File: src/rtl/arp_pkg.sv
// arp_pkg: shared ARP constants, field offsets and parser state enum
package arp_pkg;
  localparam logic [15:0] ARP_OPER_REQUEST = 16'h0001;
  localparam logic [15:0] ARP_OPER_REPLY   = 16'h0002;
  localparam logic [15:0] ARP_HTYPE_ETH    = 16'h0001;
  localparam logic [15:0] ARP_PTYPE_IPV4   = 16'h0800;
  localparam logic [7:0]  ARP_HLEN_ETH     = 8'd6;
  localparam logic [7:0]  ARP_PLEN_IPV4    = 8'd4;
  localparam int unsigned ARP_PAYLOAD_LEN  = 28;
  localparam int unsigned ARP_OFF_HTYPE    = 0;
  localparam int unsigned ARP_OFF_PTYPE    = 2;
  localparam int unsigned ARP_OFF_HLEN     = 4;
  localparam int unsigned ARP_OFF_PLEN     = 5;
  localparam int unsigned ARP_OFF_OPER     = 6;
  localparam int unsigned ARP_OFF_SHA      = 8;
  localparam int unsigned ARP_OFF_SPA      = 14;
  localparam int unsigned ARP_OFF_THA      = 18;
  localparam int unsigned ARP_OFF_TPA      = 24;
  typedef enum logic [1:0] {ARP_IDLE, ARP_CAPTURE, ARP_PAD, ARP_REPORT} arp_rx_state_e;
endpackage

File: src/rtl/arp_rx_parser.sv
// arp_rx_parser: ARP receive parser with end-of-frame report; ARP_RX_STRICT_CHECK_EN adds header checks
module arp_rx_parser
  import arp_pkg::*;
#(
  parameter logic [31:0] P_LOCAL_IP = 32'hC0A8_0064
) (
  input  logic        i_clk,
  input  logic        i_rst,
  input  logic [31:0] i_local_ip,
  input  logic        i_local_ip_valid,
  input  logic [7:0]  i_arp_data,
  input  logic        i_arp_valid,
  input  logic        i_arp_last,
  output logic [47:0] o_sender_mac,
  output logic [31:0] o_sender_ip,
  output logic        o_is_request,
  output logic        o_is_reply,
  output logic        o_recv_valid
);
  localparam logic [4:0] LAST_IDX = 5'(ARP_PAYLOAD_LEN - 1);
  arp_rx_state_e state;
  logic [4:0]  count;
  logic [7:0]  sh [ARP_PAYLOAD_LEN];
  logic [31:0] local_ip;
  logic [15:0] htype, ptype, oper;
  logic [7:0]  hlen, plen;
  logic [47:0] sha;
  logic [31:0] spa, tpa;
  logic        at_end, hdr_ok, accept;
  // Field view of the shadow bytes; the final TPA byte is taken live so the report can be registered on the last byte's edge
  always_comb begin
    htype  = {sh[ARP_OFF_HTYPE], sh[ARP_OFF_HTYPE+1]};
    ptype  = {sh[ARP_OFF_PTYPE], sh[ARP_OFF_PTYPE+1]};
    hlen   = sh[ARP_OFF_HLEN];
    plen   = sh[ARP_OFF_PLEN];
    oper   = {sh[ARP_OFF_OPER], sh[ARP_OFF_OPER+1]};
    sha    = {sh[ARP_OFF_SHA], sh[ARP_OFF_SHA+1], sh[ARP_OFF_SHA+2],
              sh[ARP_OFF_SHA+3], sh[ARP_OFF_SHA+4], sh[ARP_OFF_SHA+5]};
    spa    = {sh[ARP_OFF_SPA], sh[ARP_OFF_SPA+1], sh[ARP_OFF_SPA+2], sh[ARP_OFF_SPA+3]};
    tpa    = {sh[ARP_OFF_TPA], sh[ARP_OFF_TPA+1], sh[ARP_OFF_TPA+2],
              state == ARP_CAPTURE ? i_arp_data : sh[ARP_OFF_TPA+3]};
    at_end = i_arp_valid && i_arp_last &&
             (state == ARP_PAD || (state == ARP_CAPTURE && count == LAST_IDX));
`ifdef ARP_RX_STRICT_CHECK_EN
    hdr_ok = htype == ARP_HTYPE_ETH && ptype == ARP_PTYPE_IPV4 &&
             hlen == ARP_HLEN_ETH && plen == ARP_PLEN_IPV4;
`else
    hdr_ok = 1'b1;
`endif
    accept = at_end && hdr_ok && tpa == local_ip &&
             (oper == ARP_OPER_REQUEST || oper == ARP_OPER_REPLY);
  end
  // Shadow capture: a byte seen outside CAPTURE is always byte 0 of a new frame
  always_ff @(posedge i_clk) begin
    if (i_arp_valid && state != ARP_PAD) sh[state == ARP_CAPTURE ? count : 5'd0] <= i_arp_data;
  end
  // Frame FSM, local address register and registered report outputs
  always_ff @(posedge i_clk) begin
    if (i_rst) begin
      state        <= ARP_IDLE;
      count        <= '0;
      local_ip     <= P_LOCAL_IP;
      o_sender_mac <= '0;
      o_sender_ip  <= '0;
      o_is_request <= 1'b0;
      o_is_reply   <= 1'b0;
      o_recv_valid <= 1'b0;
    end else begin
      if (i_local_ip_valid) local_ip <= i_local_ip;
      o_recv_valid <= accept;
      if (accept) begin
        o_sender_mac <= sha;
        o_sender_ip  <= spa;
        o_is_request <= oper == ARP_OPER_REQUEST;
        o_is_reply   <= oper == ARP_OPER_REPLY;
      end
      case (state)
        ARP_IDLE, ARP_REPORT: begin
          state <= i_arp_valid && !i_arp_last ? ARP_CAPTURE : ARP_IDLE;
          count <= i_arp_valid && !i_arp_last ? 5'd1 : 5'd0;
        end
        ARP_CAPTURE: if (i_arp_valid) begin
          state <= i_arp_last ? (count == LAST_IDX ? ARP_REPORT : ARP_IDLE)
                              : (count == LAST_IDX ? ARP_PAD : ARP_CAPTURE);
          count <= i_arp_last && count != LAST_IDX ? 5'd0 : count + 5'd1;
        end
        default: if (i_arp_valid && i_arp_last) state <= ARP_REPORT;
      endcase
    end
  end
endmodule

File: config.mk
export PLATFORM = sky130hd
export DESIGN_NAME = arp_rx_parser
export DESIGN_NICKNAME = d
export VERILOG_FILES = /design/src/rtl/arp_pkg.sv /design/src/rtl/arp_rx_parser.sv
export SDC_FILE = /design/constraint.sdc
export NUM_CORES = 1
export LEC_CHECK = 0
export ABC_CLOCK_PERIOD_IN_PS = 2100
export CAP_MARGIN = 40
export CORE_MARGIN = 2
export CORE_UTILIZATION = 40
export DETAILED_ROUTE_END_ITERATION = 10
export PLACE_DENSITY_LB_ADDON = 0.15
export SYNTH_ARGS = -nofsm -noshare
export SYNTH_HDL_FRONTEND = slang
export SYNTH_SLANG_ARGS = --single-unit
File: constraint.sdc
create_clock -name i_clk -period 2.1 [get_ports i_clk]
set_input_delay 0.42 -clock i_clk [delete_from_list [all_inputs] [get_ports i_clk]]
set_output_delay 0.42 -clock i_clk [all_outputs]
set_load 0.05 [all_outputs]
==> results.json <==
{
  "tritoncts": "yes",
  "hold_violations": 0,
  "ir_drop_uv": 535,
  "synth_fp_nets": 809,
  "status": "finished with violations",
  "clock_latency_ps": 520,
  "rows": 56,
  "switchingPower_w": 0.00232,
  "clkPwrFrac_pct": 41.6,
  "clk_pin_slew_ps": 60,
  "p_sw_share_pct": 21.8,
  "synth_enable_flop_cells": 128,
  "stdcell_area_um2": 12500,
  "combinationalPowerShare_pct": 9.1,
  "min_from": "i_rst",
  "p_int_w": 0.00831,
  "skew_ps": 15.7,
  "period_needed_ps": 2330,
  "diodes": 0,
  "drtIter0Drc": 322,
  "holdPathStages": 2,
  "max-slew-margin-rel_pct": 61.5,
  "die_y_um": 157,
  "grt_max_degree": 84,
  "clockBufferDepth": 3,
  "synth.avg_cell_area_um2": 12.4,
  "track_usage_pct": 18.0,
  "die-width_um": 157,
  "reg2reg_to": "o_sender_ip[7]",
  "yosys_warnings": 0,
  "wl_per_cell_um": 18.7,
  "numCtsBuffers": 26,
  "fin_crit_sh_pct": 111,
  "critical_path_class": "register to register",
  "io-pin-count": 128,
  "drc": 0,
  "drt-total-wl_um": 23900,
  "cts-root-buf": "clkbuf_16",
  "cts_max_level": 1,
  "setup_ws_ps": -227,
  "crit_fanout": 7,
  "finalNonFillerCells": 1278,
  "power_density_nw_per_um2": 847,
  "rsz0062_at_grt": "yes",
  "gp_congestion": 0.816,
  "syn_inst": 758,
  "synthFlopType": "edfxtp_1",
  "tightest_slew_ps": 577,
  "grt_overflow": 0,
  "grt_pass1_wl_um": 34800,
  "io_buffers": 127,
  "finalSetupViolations": 83,
  "cts_sinks": 250,
  "syn2layout_area_growth_pct": 33.9,
  "synthArstFlopShare_pct": 0,
  "worstReg2RegStart": "state[1]",
  "cp.arrival_ps": 2730,
  "dp_hpwl_um": 14300,
  "vias_per_cell": 5.18,
  "whs_endpoint": "local_ip[3]",
  "total_power_w": 0.0106,
  "leakage_nw": 5.31,
  "first_pass_iters": 5,
  "placed_area_um2": 11300,
  "antenna_found_initial": 0,
  "max-cap-violations": 0,
  "startpoint_type": "register",
  "worstSetupEndpointType": "register",
  "worst_ep_required_time_ps": 2500,
  "post-route-util_pct": 53.9,
  "syn_area_um2": 9370,
  "synth_cell_type_count": 38,
  "rrSetupSlack_ps": -230,
  "layout-drive-gt1-share_pct": 15.0,
  "seqPwrFrac_pct": 49.3,
  "final-max-slew-violation-count": 0,
  "grt_pass1_vias": 6360,
  "antenna_left": 0,
  "final_nets": 990,
  "crit_start": "state[1]",
  "dp.cells": 1220,
  "initial_core_util_pct": 40.3,
  "timing.fmax_mhz": 430,
  "vias": 6615,
  "coreArea_um2": 23300,
  "hp-class": "primary input to register",
  "die_area_um2": 24700,
  "worstRegToRegCells": 12,
  "yosys_register_bits": 250,
  "violations": "setup timing",
  "yosysSeqAreaShare_pct": 67.1
}
## registers in the layout (all words and copies together) (netlist names)
name	flops
o_recv_valid	1
o_sender_mac	48
sh	128
count	5
o_sender_ip	32
o_is_reply	1
local_ip	32
o_is_request	1
state	2
## cells in the final DEF, fill, tap and decap left out, types with 3 or more instances in the layout
cell	Yosys	routed
a211o_1	8	8
a21oi_1	86	84
buf_12	0	13
buf_4	1	63
buf_6	26	3
clkbuf_1	27	10
clkbuf_16	0	32
clkdlybuf4s50_1	0	53
clkinv_1	0	3
clkinv_2	0	5
dfxtp_1	122	120
dlygate4sd2_1	0	19
dlymetal6s2s_1	0	53
edfxtp_1	128	128
ha_1	6	5
inv_1	6	5
mux2i_1	33	31
nand2_1	5	5
nand3_1	90	84
nand3_2	0	5
nand3b_1	5	5
nand4_1	4	4
nor2_1	48	47
nor2b_1	10	10
nor4_1	8	7
o21ai_0	77	45
o21ai_1	8	37
xnor2_1	17	17
xor2_1	16	16
## Yosys cell counts (8+ instances only)
master | number | area share, %
o21ai_1 | 8 | 0.43
o21ai_0 | 77 | 4.1
buf_6 | 26 | 3.1
xnor2_1 | 17 | 1.6
dfxtp_1 | 122 | 26
nor2_1 | 48 | 1.9
clkbuf_1 | 27 | 1.1
nor4_1 | 8 | 0.53
nor2b_1 | 10 | 0.67
mux2i_1 | 33 | 3.5
xor2_1 | 16 | 1.5
nand3_1 | 90 | 4.8
a211o_1 | 8 | 0.75
edfxtp_1 | 128 | 41
a21oi_1 | 86 | 4.6
## per-layer routing
layer  track usage (%)  share of wire (%)
met5                 0                  0
met1              24.8                 44
met2              30.0                 48
met4              4.55                1.6
met3              2.81                5.5
## timing repair
item / in CTS / in global routing
buffers inserted: 0 / 3
gates resized for setup: 27 / 103
endpoints found under the hold margin: 0 / 0
gates cloned: 0 / 7
setup endpoints to repair: 103 / 196
hold buffers: 0 / 0
pin swaps: 1 / 3
## critical path, cell delays in order (launching register included)
cell and delay, ps:
dfxtp_2 320, inv_2 60, ha_4 210, mux2i_1 260
xnor2_1 110, nor4_2 270, buf_4 160, buf_4 110
nand3_4 130, buf_12 180, clkbuf_16 160, o21ai_0 150
a21oi_1 80
## stage by stage
stage / setup WS, ps / setup TNS (ps) / hold WS (ps)
final: -227 / -14350 / 388
after global routing: -356 / -25450 / 395
after CTS: -198 / -12810 / 372
after detailed placement: -512 / -38020 / 469
after global placement: -500 / -35320 / 465
after floorplan: -12.6 / -361 / 481
## worst max path at each step
stage	endpoint	slack (ps)	cells after the start
after floorplan	sh[13][0]	-10	7
after global placement	o_sender_mac[16]	-500	9
after detailed placement	o_sender_mac[3]	-510	9
after CTS	o_sender_mac[3]	-200	10
after global routing	o_sender_mac[15]	-360	11
final	o_sender_ip[7]	-230	12
## power by group through the flow
| stage | sequential (W) | clock, W | combinational [W] |
|---|---|---|---|
| final | 0.00524 | 0.00442 | 0.000966 |
| after global routing | 0.00525 | 0.00473 | 0.00106 |
| after detailed placement | 0.00534 | 0 | 0.000894 |
| after floorplan | 0.00534 | 0 | 0.000506 |
| after CTS | 0.00524 | 0.00452 | 0.000923 |
| after global placement | 0.00534 | 0 | 0.000872 |
## cells by family after synthesis
logic type | after synthesis | synth area share, %
buf+inv | 63 | 4.66
compound gates | 190 | 10.9
xor+xnor | 33 | 3.08
fa+ha+maj | 6 | 0.801
simple gates | 183 | 9.92
flops | 250 | 67.1
mux | 33 | 3.53
## layout make-up
class	count	area [µm²]
Fill cell	2003	10700
Sequential cell	250	6290
Multi-Input combinational cell	445	2760
Timing Repair Buffer	210	2260
Clock buffer	38	727
Tap cell	319	399
Clock inverter	10	96.3
Inverter	6	22.5
No activity file was read; power rests on OpenSTA's default activity.
==> edit 1: new RTL, same flow settings <==
The package constant `ARP_OFF_SHA` goes from 8 to 4.
--- a/src/rtl/arp_pkg.sv
+++ b/src/rtl/arp_pkg.sv
@@ -12,7 +12,7 @@
   localparam int unsigned ARP_OFF_HLEN     = 4;
   localparam int unsigned ARP_OFF_PLEN     = 5;
   localparam int unsigned ARP_OFF_OPER     = 6;
-  localparam int unsigned ARP_OFF_SHA      = 8;
+  localparam int unsigned ARP_OFF_SHA      = 4;
   localparam int unsigned ARP_OFF_SPA      = 14;
   localparam int unsigned ARP_OFF_THA      = 18;
   localparam int unsigned ARP_OFF_TPA      = 24;
Check against the original RTL: same outputs for any inputs over 10 cycles, from zero or initial values and one cycle with i_rst high; that may be too few to reach the edited logic, so the function may still have changed.
==> edit 1 against the original RTL <==
  * Die area is 8.2% lower
  * Synthesized area fell by 8.4%
  * Via count is 6.9% lower
  * Maximum frequency rose by 0.52%
  * Sequential cell count shrank 16
  * Cell area decreased by 2.5%
  * Routed wire length decreased by 5.4%
  * Power rose by 0.71%
  * The run still ends with setup timing left
  * Worst setup slack improved by 12 ps
==> edit 1: results (changes against the original RTL) <==
\begin{tabular}{lr}
\hline
Metric & Value \\
\hline
\multicolumn{2}{l}{\textbf{Cells and area}} \\
\quad Final net count & 946 (-4.4\%) \\
\quad Registers with the most flip-flops & sh x112, o\_sender\_mac x48 \\
\quad Post-route insts no fill & 1189 (-7.0\%) \\
\quad Fraction of layout instances using a drive strength above 1 & 0.2155 (+0.06538) \\
\multicolumn{2}{l}{\textbf{Synth}} \\
\quad Net count of the mapped netlist & 761 (-5.9\%) \\
\quad Sequential element share of the synthesized area & 0.6763 (+0.005346) \\
\quad Main area contributors after synthesis & sky130\_fd\_sc\_hd\_\_edfxtp\_1, sky130\_fd\_sc\_hd\_\_dfxtp\_1, sky130\_fd\_sc\_hd\_\_nand3\_1 \\
\quad Gate count after technology mapping & 710 (-6.3\%) \\
\multicolumn{2}{l}{\textbf{Timing}} \\
\quad Final setup violation count & 82 (-1.2\%) \\
\quad Setup TNS & -13550 ps (+801.8 ps) \\
\quad Post-route worst setup slack & -215.1 ps (+12.00 ps) \\
\quad Measured slew at the worst slew-check pin & 527.4 ps (-49.83 ps) \\
\multicolumn{2}{l}{\textbf{Global route}} \\
\quad Overall track demand over capacity in global routing & 0.1889 (+0.008696) \\
\quad Maximum number of pins on one net before global-route repair & 69 (-18\%) \\
\multicolumn{2}{l}{\textbf{Worst setup path}} \\
\quad Maximum fanout encountered on the critical timing path & 17 (+10) \\
\multicolumn{2}{l}{\textbf{Run status}} \\
\quad Status & complete, but fails checks \\
\quad Violated checks & setup timing \\
\multicolumn{2}{l}{\textbf{Power and ir drop}} \\
\quad Maximum VDD drop & 0.5551 mV (+3.8\%) \\
\quad Pleak & 5.164 nW (-2.7\%) \\
\multicolumn{2}{l}{\textbf{Place}} \\
\quad Post-placement worst setup slack & -592.0 ps (-80.25 ps) \\
\quad Placed standard-cell area & 10510 um\^{}2 (-7.1\%) \\
\quad Post-placement cell count & 1120 (-8.2\%) \\
\quad Placer congestion estimate & 0.7874 (-3.5\%) \\
\quad Dpl hpwl & 13170 um (-7.8\%) \\
\multicolumn{2}{l}{\textbf{Clock tree}} \\
\quad Total CTS buffers & 25 (-3.8\%) \\
\multicolumn{2}{l}{\textbf{Detailed routing}} \\
\quad Drt first pass iters & 4 (-1) \\
\hline
\end{tabular}
## edit 1: cell count changes in the layout (fill, tap and decap cells not counted), sizes merged, moves of 12 or more
cell	unedited run	this run
xnor2	17	29
o21ai	85	70
edfxtp	128	112
xor2	16	4
and2	0	15
nand3	90	75
a21oi	86	71
## edit 1: logic make-up (layout without fill, tap and decap cells)
logic type	count (synthesis)	count (layout)	synth area share
flip-flops	234	234	0.6763
AND/OR/NAND/NOR	187	187	0.1086
buffers and inverters	56	260	0.03192
multiplexers	33	33	0.03862
adder cells (fa/ha/maj)	6	6	0.008745
XOR/XNOR	33	33	0.03367
AO/OA/AOI/OAI	161	161	0.1022
## edit 1: worst max path at each step
stage,cells past startpoint,slack (ps),end
after floorplan,11,-10,o_sender_ip[26]$_SDFFE_PP0P_
after global placement,8,-570,o_sender_mac[16]$_SDFFE_PP0P_
after detailed placement,8,-590,o_sender_mac[16]$_SDFFE_PP0P_
after CTS,12,-180,o_sender_mac[17]$_SDFFE_PP0P_
after global routing,12,-310,o_sender_mac[32]$_SDFFE_PP0P_
final,12,-220,o_sender_ip[30]$_SDFFE_PP0P_
## edit 1: metal layers
layer,part of all wire,track usage,vias to the layer above
li1,-,-,2954
met1,0.43,0.2423,2991
met2,0.50,0.3318,184
met3,0.049,0.02848,31
met4,0.017,0.05283,0
met5,0,0,-
## edit 1: timing repair
action | 4_1_cts | 5_1_grt
gates cloned | 7 | 6
pin swaps | 4 | 21
endpoints found under the setup margin | 101 | 207
gates resized for setup | 73 | 128
setup buffers | 6 | 4
## edit 1: area by class of cell
| type | instances | area [um^2] |
|---|---|---|
| fill | 1648 | 8785 |
| sequential | 234 | 5808 |
| multi-input combinational | 420 | 2838 |
| timing repair buffer | 209 | 2310 |
| clock buffer | 34 | 740.7 |
| tap | 275 | 344.1 |
| clock inverter | 12 | 177.7 |
| inverter | 5 | 18.77 |
## edit 1: power breakdown
group	internal (mW)	total (mW)	switching, mW
clock network	2.97	4.74	1.77
logic	0.561	1.07	0.512
registers	4.84	4.89	0.0491
==> edit 2: new RTL, same flow settings <==
Made on the original files. Encoding of `arp_rx_state_e`: now one-hot (4 bits for 4 states).
--- a/src/rtl/arp_pkg.sv
+++ b/src/rtl/arp_pkg.sv
@@ -16,6 +16,6 @@
   localparam int unsigned ARP_OFF_SPA      = 14;
   localparam int unsigned ARP_OFF_THA      = 18;
   localparam int unsigned ARP_OFF_TPA      = 24;
-  typedef enum logic [1:0] {ARP_IDLE, ARP_CAPTURE, ARP_PAD, ARP_REPORT} arp_rx_state_e;
+  typedef enum logic [3:0] {ARP_IDLE = 4'b0001, ARP_CAPTURE = 4'b0010, ARP_PAD = 4'b0100, ARP_REPORT = 4'b1000} arp_rx_state_e;
 endpackage
 
Behaviour: no difference found for any inputs over 10 cycles, from zero or initial values and one cycle with i_rst high; not proved beyond that.
==> edit 2 against the original RTL <==
  * The flow still finishes with violations (setup timing)
  * Routed wire length is 24% higher
  * Largest cell class unchanged
  * Worst setup slack worse by 66 ps
  * Maximum frequency down 2.7%
  * Critical path depth is 2 lower
  * Sequential cell count rose by 2
  * Critical path type unchanged
  * Power rose by 4.7%
  * Cell area is 12% higher
  * Synthesized area rose by 3.4%
  * Clock skew fell by 4.1 ps
==> edit 2: results (changes against the original RTL) <==
\begin{tabular}{lr}
\hline
Metric & Value \\
\hline
\multicolumn{2}{l}{\textbf{Global route}} \\
\quad Maximum number of pins on one net before global-route repair & 61 (-27\%) \\
\quad Overall track demand over capacity in global routing & 0.2088 (+0.02862) \\
\quad Via count of the first global-routing pass & 7423 (+17\%) \\
\multicolumn{2}{l}{\textbf{Detailed routing}} \\
\quad 1st-iter DRT viols & 638 (+98\%) \\
\quad Met3 routed WL & 1647 um (+24\%) \\
\quad Final routed wire length divided by cell count & 22.49 um (+20\%) \\
\quad Metal2 WL & 14490 um (+25\%) \\
\multicolumn{2}{l}{\textbf{Run status}} \\
\quad Violated checks & setup timing \\
\quad Status & complete, but fails checks \\
\multicolumn{2}{l}{\textbf{Cells and area}} \\
\quad Multi-In Gates & 454 (+2.0\%) \\
\quad Number of flip-flops and latches & 252 (+0.80\%) \\
\quad Share of final layout cell area taken by non-clock buffers & 0.2031 (+0.02322) \\
\quad Final-layout clock-cell area share & 0.06431 (-0.001295) \\
\quad Fraction of layout instances using a drive strength above 1 & 0.2340 (+0.08384) \\
\quad Fill count & 1854 (-7.4\%) \\
\quad Number of signal-net buffers in the layout & 238 (+13\%) \\
\quad Post-route insts no fill & 1319 (+3.2\%) \\
\quad Share of the final layout cell area in multi-input gates & 0.2510 (+0.03126) \\
\quad Layout clock buffers & 33 (-13\%) \\
\quad Non-clock inverters & 8 (+2) \\
\quad Final net count & 1026 (+3.6\%) \\
\multicolumn{2}{l}{\textbf{Timing}} \\
\quad Post-route worst setup slack & -292.7 ps (-65.59 ps) \\
\quad Final setup violation count & 115 (+39\%) \\
\quad Worst slack on hold paths & 230.5 ps (-157.5 ps) \\
\multicolumn{2}{l}{\textbf{Place}} \\
\quad Post-placement worst setup slack & -728.2 ps (-216.4 ps) \\
\quad Placed standard-cell area & 11840 um\^{}2 (+4.7\%) \\
\quad Placer congestion estimate & 0.8238 (+0.98\%) \\
\multicolumn{2}{l}{\textbf{Worst setup path}} \\
\quad Cell with the largest stage delay on the worst path & sky130\_fd\_sc\_hd\_\_dfxtp\_4 \\
\quad Setup crit end & o\_sender\_mac[40]\$\_SDFFE\_PP0P\_ \\
\quad Worst stage delay on the critical path & 360 ps (+40 ps) \\
\multicolumn{2}{l}{\textbf{Clock tree}} \\
\quad Post-cts resize count & 40 (+48\%) \\
\multicolumn{2}{l}{\textbf{Synth}} \\
\quad Gate count after technology mapping & 788 (+4.0\%) \\
\quad Net count of the mapped netlist & 834 (+3.1\%) \\
\quad Main area contributors after synthesis & sky130\_fd\_sc\_hd\_\_edfxtp\_1, sky130\_fd\_sc\_hd\_\_dfxtp\_1, sky130\_fd\_sc\_hd\_\_o31ai\_1 \\
\multicolumn{2}{l}{\textbf{Hold path}} \\
\quad Worst Hold End & local\_ip[17]\$\_SDFFE\_PP0P\_ \\
\hline
\end{tabular}
[edit 2: logic make-up (layout without fill, tap and decap cells)]
group | count (synthesis) | in the layout | synth area share
flops | 252 | 252 | 0.6531
simple gates | 194 | 194 | 0.1108
compound gates | 188 | 188 | 0.1263
buf+inv | 82 | 294 | 0.03940
mux | 37 | 37 | 0.03836
xor+xnor | 34 | 34 | 0.03074
fa+ha+maj | 1 | 1 | 0.001291
[edit 2: where the power goes]
part / leakage (nW) / total (mW) / internal (mW) / switching [mW]
combinational: 3.36 / 1.03 / 0.424 / 0.604
clock: 0.440 / 4.83 / 2.93 / 1.89
sequential: 2.16 / 5.27 / 5.21 / 0.0577
total: 5.95 / 11.1 / 8.57 / 2.55
[edit 2: per-layer routing]
metal | GRT usage | vias to the layer above
li1 | - | 3423
met2 | 0.3607 | 299
met4 | 0.07190 | 0
met1 | 0.2716 | 3777
met3 | 0.02597 | 62
met5 | 0 | -
